--- src/rtl/recip_pkg.sv ---
// Shared types and Q-format defaults for the
// reciprocal-based signed divider slice.
`timescale 1ns/1ps
package recip_pkg;

    localparam int W_DEF = 32;
    localparam int F_DEF = 16;

    // Half of one output LSB in the default Q format,
    // added before the >>F to round half-up.
    localparam longint unsigned HALF_LSB =
        64'd1 << (F_DEF - 1);

    typedef enum logic [2:0] {
        S_IDLE,
        S_START,
        S_WAIT,
        S_MUL,
        S_SAT,
        S_OUT
    } recip_div_st_t;

endpackage

--- src/rtl/recip_div_seq_if.sv ---
// Request/result handshake bundle of recip_div_seq.
// master = requester/consumer, slave = divider.
`timescale 1ns/1ps
interface recip_div_seq_if #(
    parameter int W = 32
) ();

    logic         req_valid;
    logic         req_ready;
    logic [W-1:0] req_num;
    logic [W-1:0] req_den;

    logic         res_valid;
    logic         res_ready;
    logic [W-1:0] res_q;
    logic         res_err_div0;
    logic         res_err_inv;
    logic         res_err_timeout;
    logic         res_sat;

    modport master (
        output req_valid, req_num, req_den,
        output res_ready,
        input  req_ready,
        input  res_valid, res_q, res_err_div0,
        input  res_err_inv, res_err_timeout,
        input  res_sat
    );

    modport slave (
        input  req_valid, req_num, req_den,
        input  res_ready,
        output req_ready,
        output res_valid, res_q, res_err_div0,
        output res_err_inv, res_err_timeout,
        output res_sat
    );

endinterface

--- src/rtl/qmul_round_sat.sv ---
// Unsigned |num|*recip multiply with round-half-up
// (registered on en), then signed saturation.
// Ports: clk, rst_n, en (capture product), neg (sign
// of result), a/b (unsigned operands), q (signed
// result), sat (result clipped).
`timescale 1ns/1ps
module qmul_round_sat
    import recip_pkg::*;
#(
    parameter int W = W_DEF,
    parameter int F = F_DEF
) (
    input  logic         clk,
    input  logic         rst_n,
    input  logic         en,
    input  logic         neg,
    input  logic [W-1:0] a,
    input  logic [W-1:0] b,
    output logic [W-1:0] q,
    output logic         sat
);

    localparam int RW = 2 * W - F;

    // Product of a <= 2^(W-1) and b < 2^W stays below
    // 2^(2W-1), so adding the half LSB cannot carry out.
    localparam logic [2*W-1:0] HALF =
        (2 * W)'(1) << (F - 1);

    localparam logic [RW-1:0] POS_MAX =
        (RW'(1) << (W - 1)) - RW'(1);
    localparam logic [RW-1:0] NEG_MAX =
        RW'(1) << (W - 1);

    logic [2*W-1:0] prod;
    logic [RW-1:0]  rnd;
    logic [W-1:0]   mag;

    assign prod = {{W{1'b0}}, a} * {{W{1'b0}}, b};

    always_ff @(posedge clk or negedge rst_n) begin
        if (!rst_n) begin
            rnd <= '0;
        end else if (en) begin
            rnd <= RW'((prod + HALF) >> F);
        end
    end

    // Negative results may reach -2^(W-1), one step
    // further than positive ones.
    always_comb begin
        sat = 1'b0;
        mag = W'(rnd);
        q   = '0;
        if (!neg) begin
            if (rnd > POS_MAX) begin
                sat = 1'b1;
                mag = W'(POS_MAX);
            end
            q = mag;
        end else begin
            if (rnd > NEG_MAX) begin
                sat = 1'b1;
                mag = W'(NEG_MAX);
            end
            q = ~mag + W'(1);
        end
    end

endmodule

--- src/rtl/recip_div_seq.sv ---
// Signed Q(W-F).F divider q = num * (1/|den|) that
// sequences an external reciprocal unit.
// Ports: clk, rst_n; bus (req/res handshakes);
// start_calc/x_in to the reciprocal unit;
// recip_done/recip_x_inv/recip_invalid from it.
`timescale 1ns/1ps
module recip_div_seq
    import recip_pkg::*;
#(
    parameter int W       = W_DEF,
    parameter int F       = F_DEF,
    parameter int TIMEOUT = 64
) (
    input  logic           clk,
    input  logic           rst_n,
    recip_div_seq_if.slave bus,
    output logic           start_calc,
    output logic [W-1:0]   x_in,
    input  logic           recip_done,
    input  logic [W-1:0]   recip_x_inv,
    input  logic           recip_invalid
);

    localparam int CW = $clog2(TIMEOUT + 1);

    recip_div_st_t st, st_nxt;

    logic [W-1:0]  num_mag;
    logic [W-1:0]  x_inv;
    logic          neg;
    logic [CW-1:0] cnt;
    logic [W-1:0]  q_r;
    logic          div0_r;
    logic          inv_r;
    logic          to_r;
    logic          sat_r;

    logic          req_ready_c;
    logic          res_valid_c;
    logic          den_zero;
    logic          wait_to;
    logic [W-1:0]  mul_q;
    logic          mul_sat;

    // Two's-complement magnitude; -2^(W-1) maps to
    // 2^(W-1) as an unsigned value.
    function automatic logic [W-1:0] mag(
        input logic [W-1:0] v
    );
        return v[W-1] ? (~v + W'(1)) : v;
    endfunction

    assign den_zero = (bus.req_den == '0);
    assign wait_to  = (cnt == CW'(TIMEOUT - 1));

    always_ff @(posedge clk or negedge rst_n) begin
        if (!rst_n) st <= S_IDLE;
        else        st <= st_nxt;
    end

    always_comb begin
        st_nxt      = st;
        req_ready_c = 1'b0;
        start_calc  = 1'b0;
        res_valid_c = 1'b0;
        unique case (st)
            S_IDLE: begin
                req_ready_c = 1'b1;
                if (bus.req_valid)
                    st_nxt = den_zero ? S_OUT : S_START;
            end
            S_START: begin
                start_calc = 1'b1;
                st_nxt     = S_WAIT;
            end
            S_WAIT: begin
                if (recip_done)
                    st_nxt = recip_invalid ? S_OUT : S_MUL;
                else if (wait_to)
                    st_nxt = S_OUT;
            end
            S_MUL: st_nxt = S_SAT;
            S_SAT: st_nxt = S_OUT;
            S_OUT: begin
                res_valid_c = 1'b1;
                if (bus.res_ready) st_nxt = S_IDLE;
            end
            default: st_nxt = S_IDLE;
        endcase
    end

    always_ff @(posedge clk or negedge rst_n) begin
        if (!rst_n) begin
            num_mag <= '0;
            x_in    <= '0;
            x_inv   <= '0;
            neg     <= 1'b0;
            cnt     <= '0;
            q_r     <= '0;
            div0_r  <= 1'b0;
            inv_r   <= 1'b0;
            to_r    <= 1'b0;
            sat_r   <= 1'b0;
        end else begin
            unique case (st)
                S_IDLE: begin
                    if (bus.req_valid) begin
                        num_mag <= mag(bus.req_num);
                        x_in    <= mag(bus.req_den);
                        neg     <= bus.req_num[W-1]
                                 ^ bus.req_den[W-1];
                        div0_r  <= den_zero;
                        inv_r   <= 1'b0;
                        to_r    <= 1'b0;
                        sat_r   <= 1'b0;
                        if (den_zero) q_r <= '0;
                    end
                end
                S_START: cnt <= '0;
                S_WAIT: begin
                    cnt <= cnt + CW'(1);
                    if (recip_done) begin
                        x_inv <= recip_x_inv;
                        if (recip_invalid) begin
                            inv_r <= 1'b1;
                            q_r   <= '0;
                        end
                    end else if (wait_to) begin
                        to_r <= 1'b1;
                        q_r  <= '0;
                    end
                end
                S_SAT: begin
                    q_r   <= mul_q;
                    sat_r <= mul_sat;
                end
                default: ;
            endcase
        end
    end

    qmul_round_sat #(
        .W (W),
        .F (F)
    ) u_mul (
        .clk   (clk),
        .rst_n (rst_n),
        .en    (st == S_MUL),
        .neg   (neg),
        .a     (num_mag),
        .b     (x_inv),
        .q     (mul_q),
        .sat   (mul_sat)
    );

    assign bus.req_ready       = req_ready_c;
    assign bus.res_valid       = res_valid_c;
    assign bus.res_q           = q_r;
    assign bus.res_err_div0    = div0_r;
    assign bus.res_err_inv     = inv_r;
    assign bus.res_err_timeout = to_r;
    assign bus.res_sat         = sat_r;

endmodule

--- src/flat_wrapper.sv ---
// flat-port wrapper written by rule: the top's interface ports become plain ports
module recip_div_seq_flat import recip_pkg::*;
#(
    parameter int W       = W_DEF,
    parameter int F       = F_DEF,
    parameter int TIMEOUT = 64
)
  (clk, rst_n, start_calc, x_in, recip_done, recip_x_inv, recip_invalid, bus_req_valid, bus_req_num, bus_req_den, bus_res_ready, bus_req_ready, bus_res_valid, bus_res_q, bus_res_err_div0, bus_res_err_inv, bus_res_err_timeout, bus_res_sat);
  recip_div_seq_if #(.W(W)) bus_i ();
  input  logic clk;
  input  logic rst_n;
  output logic start_calc;
  output logic [W-1:0] x_in;
  input  logic recip_done;
  input  logic [W-1:0] recip_x_inv;
  input  logic recip_invalid;
  input wire logic [$bits(bus_i.req_valid)-1:0] bus_req_valid;
  input wire logic [$bits(bus_i.req_num)-1:0] bus_req_num;
  input wire logic [$bits(bus_i.req_den)-1:0] bus_req_den;
  input wire logic [$bits(bus_i.res_ready)-1:0] bus_res_ready;
  output wire logic [$bits(bus_i.req_ready)-1:0] bus_req_ready;
  output wire logic [$bits(bus_i.res_valid)-1:0] bus_res_valid;
  output wire logic [$bits(bus_i.res_q)-1:0] bus_res_q;
  output wire logic [$bits(bus_i.res_err_div0)-1:0] bus_res_err_div0;
  output wire logic [$bits(bus_i.res_err_inv)-1:0] bus_res_err_inv;
  output wire logic [$bits(bus_i.res_err_timeout)-1:0] bus_res_err_timeout;
  output wire logic [$bits(bus_i.res_sat)-1:0] bus_res_sat;
  assign bus_i.req_valid = bus_req_valid;
  assign bus_i.req_num = bus_req_num;
  assign bus_i.req_den = bus_req_den;
  assign bus_i.res_ready = bus_res_ready;
  assign bus_req_ready = bus_i.req_ready;
  assign bus_res_valid = bus_i.res_valid;
  assign bus_res_q = bus_i.res_q;
  assign bus_res_err_div0 = bus_i.res_err_div0;
  assign bus_res_err_inv = bus_i.res_err_inv;
  assign bus_res_err_timeout = bus_i.res_err_timeout;
  assign bus_res_sat = bus_i.res_sat;
  recip_div_seq #(.W(W), .F(F), .TIMEOUT(TIMEOUT)) u_core (.clk(clk), .rst_n(rst_n), .bus(bus_i), .start_calc(start_calc), .x_in(x_in), .recip_done(recip_done), .recip_x_inv(recip_x_inv), .recip_invalid(recip_invalid));
endmodule
--- config.mk ---
export PLATFORM = sky130hd
export DESIGN_NAME = recip_div_seq_flat
export DESIGN_NICKNAME = d
export VERILOG_FILES = /design/src/rtl/recip_pkg.sv /design/src/rtl/recip_div_seq_if.sv /design/src/rtl/qmul_round_sat.sv /design/src/rtl/recip_div_seq.sv /design/src/flat_wrapper.sv
export SDC_FILE = /design/constraint.sdc
export NUM_CORES = 2
export LEC_CHECK = 0
export CORE_ASPECT_RATIO = 0.7
export CORE_MARGIN = 2
export CORE_UTILIZATION = 46
export CTS_BUF_LIST = sky130_fd_sc_hd__clkbuf_4 sky130_fd_sc_hd__clkbuf_8 sky130_fd_sc_hd__clkbuf_16
export DETAILED_ROUTE_END_ITERATION = 10
export GPL_TIMING_DRIVEN = 0
export HOLD_SLACK_MARGIN = 0.05
export SLEW_MARGIN = 40
export SYNTH_ARGS = -nofsm -noshare
export SYNTH_HDL_FRONTEND = slang
export SYNTH_SLANG_ARGS = --single-unit
--- constraint.sdc ---
create_clock -name clk -period 8.4 [get_ports clk]
set_input_delay 1.68 -clock clk [delete_from_list [all_inputs] [get_ports clk]]
set_output_delay 1.68 -clock clk [all_outputs]
set_load 0.005 [all_outputs]
==> impl.org <==
** Status
- Outcome :: finished clean

** Die
- From left edge to right edge, the die measures ~370 µm.
- Starting utilization of the core area :: 0.464
- Pin placement for this block handled ~170 I/O pins.
- Area of the core :: 0.0920 mm²
- Measured along the y axis, the die boundary spans 259 µm.
- Row generation in the floorplan step produced a little over 90 rows.
- Area of the die :: around 0.095 mm²

** Yosys
- In this run, distinct cell masters in the synthesized netlist total 77.
- EDFF count, synth :: 0
- Count of warnings emitted by yosys :: 0
- Synth Area per Inst :: 9.20 µm²
- Post-synth top flop :: sky130_fd_sc_hd__dfrtp_1
- The synthesized design contains between 150 and 200 register bits.
- Counting flops with an async set or reset pin after synthesis yields a share of 1.00.
- Synthesis produced a netlist with a net count of roughly 6000.
- Of the synthesized area, sequential elements account for 0.112.
- Mapped cell area :: roughly 0.043 mm²
- Cell count after synthesis :: about 4600

** GRT
- Total congestion overflow :: 0
- Entering global routing, the biggest net connects 71 pins.
- Overall routing resource usage :: 0.336
- The number of global-route vias before repair is 34300.
- The number of antenna violations at the first check in global routing came to 21.
- The first global-routing pass estimated 231 mm of wire.

** Detailed routing
- The count of nets left with antenna violations once routing finished came out at 0.
- Routed via count divided by cell count :: 5.52
- Per-cell routed wire length :: around 26 µm
- For this block, the initial DRC count from the detailed router was 3399.
- Count of TritonRoute iterations in the first routing pass :: 5
- DRT Wirelength :: 157 mm
- Total number of vias :: between 30000 and 40000
- In the routed design, unresolved DRC markers number 0.

** Critical path
- STA classifies the critical path startpoint as a register.
- Data arrives at the worst endpoint at 8.65 ns.
- Grouping stages by cell kind, the critical path spends the most delay in adder cells.
- The worst setup path is captured at a register.
- Setup slack on the worst flop-to-flop path :: between 0.15 and 0.2 ns
- The startpoint identified for the worst register-to-register timing path is u_core.num_mag[0]$_DFFE_PN0P_.
- The endpoint identified for the worst register-to-register timing path is u_core.u_mul.rnd[45]$_DFFE_PN0N_.
- Combined buffer and inverter count along the critical path :: 5
- Most used cell along the critical path :: sky130_fd_sc_hd__fa_1
- Measured in cells, the most critical reg-to-reg path has a length of 24.
- Max incr delay on CP :: about 0.71 ns
- Of all nets on the critical path, the largest fanout is 10.
- Required time reported for the critical path endpoint :: around 9 ns
- Kind of critical path :: reg -> reg
- The largest individual stage delay along the critical path comes from the cell sky130_fd_sc_hd__clkbuf_1.
- Ordered list of cells on the worst path :: clkbuf_1, and2_1, ha_1, inv_1, fa_1, inv_1, fa_1, fa_1, fa_1, fa_1, fa_2, fa_1, ha_1, a21oi_2, nor2_1, o41ai_4, buf_4, nand4_1, a31oi_4, a21o_4, o31a_1, a311oi_2, buf_4, o31ai_1

** Clocking
- CTS built an H-tree with a depth of 4.
- Number of hold buffers added after cts :: 0
- CTS clk-pin slew, worst paths :: around 0.090 ns
- Library cell used as clock root buffer :: sky130_fd_sc_hd__clkbuf_16
- Counting the buffers created by CTS gives 17.
- At the later pin of the worst-skew pair, clock insertion delay measures about 0.55 ns.
- TritonCTS built the clock tree.
- CTS saw between 150 and 200 sinks.
- In this run the deepest clock path goes through 2 buffers.

** STA
- Headroom to the max-slew limit came out at 0.395.
- Min cycle time layout :: around 8 ns
- Hold Fails Final Rpt :: 0
- Setup repair after global routing left no endpoint under its margin.
- Fmax :: 122 MHz
- Number of slew-limit violations in the final report :: 0
- At the pin with the least slew margin, the transition time is 0.908 ns.
- Hold is met by roughly 0.48 ns.
- Final setup vio count :: 0
- Dividing the final minimum period by the clock period gives 0.980.
- Clock skew on the completed layout was measured at around 0.051 ns.

** Worst hold path
- In this run the worst hold path is classified as reg -> reg.
- In this run the most critical hold path is launched from u_core.x_in[30]$_DFFE_PN0P_.
- The worst hold path was traced through 2 stages.
- For hold timing, the worst endpoint is u_core.x_in[30]$_DFFE_PN0P_.

** Placed design
- Buffers placed on the I/O ports in this run total 172.
- After legalization and detailed placement, the total HPWL measured roughly 130 mm.
- Routability congestion estimate from global placement :: slightly above 1

** Cells and area
- Area growth from synthesis to final layout :: 13.1%
- Measured on the finished design, the core utilization comes to 0.525.
- Final layout net count :: between 6000 and 7000
- The filler cells instantiated in the layout total 8711.
- In the final layout, the share of cells above drive strength 1 is 0.0892.

** Job
- Max-cap violation count :: 0
-- timing repair --
item                                    in CTS  in global routing
gates cloned                                 0                  1
gates resized for setup                    321                281
pin swaps                                    6                 18
setup buffers                               11                 31
endpoints found under the setup margin      29                 20
-- sequential cells by signal, indices dropped and copies added (netlist names) --
register and count:
u_core.u_mul.rnd 48, u_core.x_inv 32, u_core.cnt 7, u_core.bus.res_err_div0 1, u_core.num_mag 32, u_core.x_in 32
u_core.bus.res_sat 1, u_core.bus.res_err_inv 1, u_core.neg 1, u_core.bus.res_err_timeout 1, u_core.bus.res_q 32, u_core.st 3
-- through the flow --
step / TNS, ns / area, µm² / instances / setup WS (ns)
floorplan: 0 / 42700 / 4641 / 0.828
detailed placement: -18.84 / 46100 / 6051 / -1.56
global placement: -659.18 / 46000 / 6048 / -3.34
finish: 0 / 48300 / 6131 / 0.172
CTS: 0 / 47600 / 6094 / 0.000398
global route: 0 / 48300 / 6125 / 0.00349
-- cells in the final DEF, fill, tap and decap left out, drive strengths merged, types with 34 or more instances in the layout --
| cell | synthesis | layout |
|---|---|---|
| clkdlybuf4s50 | 0 | 171 |
| clkbuf | 253 | 174 |
| nand2 | 629 | 629 |
| mux2 | 34 | 34 |
| and2 | 615 | 615 |
| xnor2 | 44 | 44 |
| inv | 907 | 918 |
| nor2 | 47 | 47 |
| buf | 11 | 150 |
| a21o | 58 | 58 |
| o21ai | 203 | 203 |
| xor2 | 67 | 67 |
| dfrtp | 191 | 191 |
| ha | 287 | 287 |
| a21oi | 89 | 89 |
| fa | 897 | 897 |
-- metal layers --
layer	vias up	track usage	share of wire
li1	14500	-	-
met1	17300	0.473	0.42
met2	1755	0.472	0.41
met3	250	0.146	0.14
met4	12	0.0902	0.031
met5	-	0	0.00093
-- logic make-up (layout without fill, tap and decap cells) --
| group | count (synthesis) | in the layout | synth area share |
|---|---|---|---|
| compound gates | 500 | 500 | 0.0733 |
| xor+xnor | 111 | 111 | 0.0228 |
| fa+ha+maj | 1184 | 1184 | 0.505 |
| buf+inv | 1171 | 1417 | 0.105 |
| flops | 191 | 191 | 0.112 |
| mux | 38 | 38 | 0.00999 |
| other cells | 0 | 9 | 0 |
| simple gates | 1446 | 1446 | 0.173 |
-- worst reg2reg max path, cell delays in order (launching register included) --
cell	delay (ns)
sky130_fd_sc_hd__dfrtp_1	0.49
sky130_fd_sc_hd__clkbuf_1	0.72
sky130_fd_sc_hd__and2_1	0.26
sky130_fd_sc_hd__ha_1	0.15
sky130_fd_sc_hd__inv_1	0.06
sky130_fd_sc_hd__fa_1	0.50
sky130_fd_sc_hd__inv_1	0.05
sky130_fd_sc_hd__fa_1	0.47
sky130_fd_sc_hd__fa_1	0.60
sky130_fd_sc_hd__fa_1	0.46
sky130_fd_sc_hd__fa_1	0.46
sky130_fd_sc_hd__fa_2	0.61
sky130_fd_sc_hd__fa_1	0.44
sky130_fd_sc_hd__ha_1	0.39
sky130_fd_sc_hd__a21oi_2	0.20
sky130_fd_sc_hd__nor2_1	0.09
sky130_fd_sc_hd__o41ai_4	0.28
sky130_fd_sc_hd__buf_4	0.19
sky130_fd_sc_hd__nand4_1	0.42
sky130_fd_sc_hd__a31oi_4	0.43
sky130_fd_sc_hd__a21o_4	0.19
sky130_fd_sc_hd__o31a_1	0.17
sky130_fd_sc_hd__a311oi_2	0.13
sky130_fd_sc_hd__buf_4	0.16
sky130_fd_sc_hd__o31ai_1	0.21
-- synthesized netlist by cell type, drive strengths merged, types with 8 or more instances --
cell type,count,share of area
a21o,58,0.010
a21oi,89,0.011
a22o,18,0.0037
a31oi,13,0.0019
and2,615,0.090
and3,8,0.0012
buf,11,0.0018
clkbuf,253,0.023
dfrtp,191,0.11
fa,897,0.42
ha,287,0.084
inv,907,0.080
mux2,34,0.0091
nand2,629,0.055
nand2b,9,0.0014
nand3,22,0.0026
nand4,16,0.0023
nor2,47,0.0041
nor2b,10,0.0015
nor3,30,0.0038
nor4,14,0.0022
o21ai,203,0.024
o21bai,16,0.0028
o31ai,30,0.0053
o41ai,13,0.0030
or3,16,0.0027
or4,12,0.0023
xnor2,44,0.0090
xor2,67,0.014
-- cell type report --
class / instances / area, µm² / share of cell area
Timing Repair Buffer: 218 / 2170 / 0.0450
Antenna cell: 9 / 22.5 / 0.000466
Sequential cell: 191 / 4850 / 0.100
Clock buffer: 17 / 425 / 0.00881
Tap cell: 1235 / 1550 / 0.0320
Inverter: 907 / 3400 / 0.0705
Clock inverter: 15 / 218 / 0.00451
Multi-Input combinational cell: 3279 / 33700 / 0.698
Buffer: 260 / 1960 / 0.0405
-- worst max path at each step --
| stage | startpoint | end | cells after the start |
|---|---|---|---|
| 3_5_place_dp | u_core.x_inv[11]$_DFFE_PN0P_ | u_core.u_mul.rnd[46]$_DFFE_PN0N_ | 27 |
| 2_1_floorplan | u_core.x_inv[11]$_DFFE_PN0P_ | u_core.u_mul.rnd[46]$_DFFE_PN0N_ | 27 |
| 6_report | u_core.num_mag[0]$_DFFE_PN0P_ | u_core.u_mul.rnd[45]$_DFFE_PN0N_ | 24 |
| 5_1_grt | u_core.num_mag[24]$_DFFE_PN0P_ | u_core.u_mul.rnd[31]$_DFFE_PN0N_ | 25 |
| 3_3_place_gp | rst_n | u_core.x_in[17]$_DFFE_PN0P_ | 1 |
| 4_1_cts | u_core.x_inv[2]$_DFFE_PN0P_ | u_core.u_mul.rnd[46]$_DFFE_PN0N_ | 27 |
Power is not shown: default switching activity piles up to over one toggle a cycle in this logic, so the estimate is an artifact.
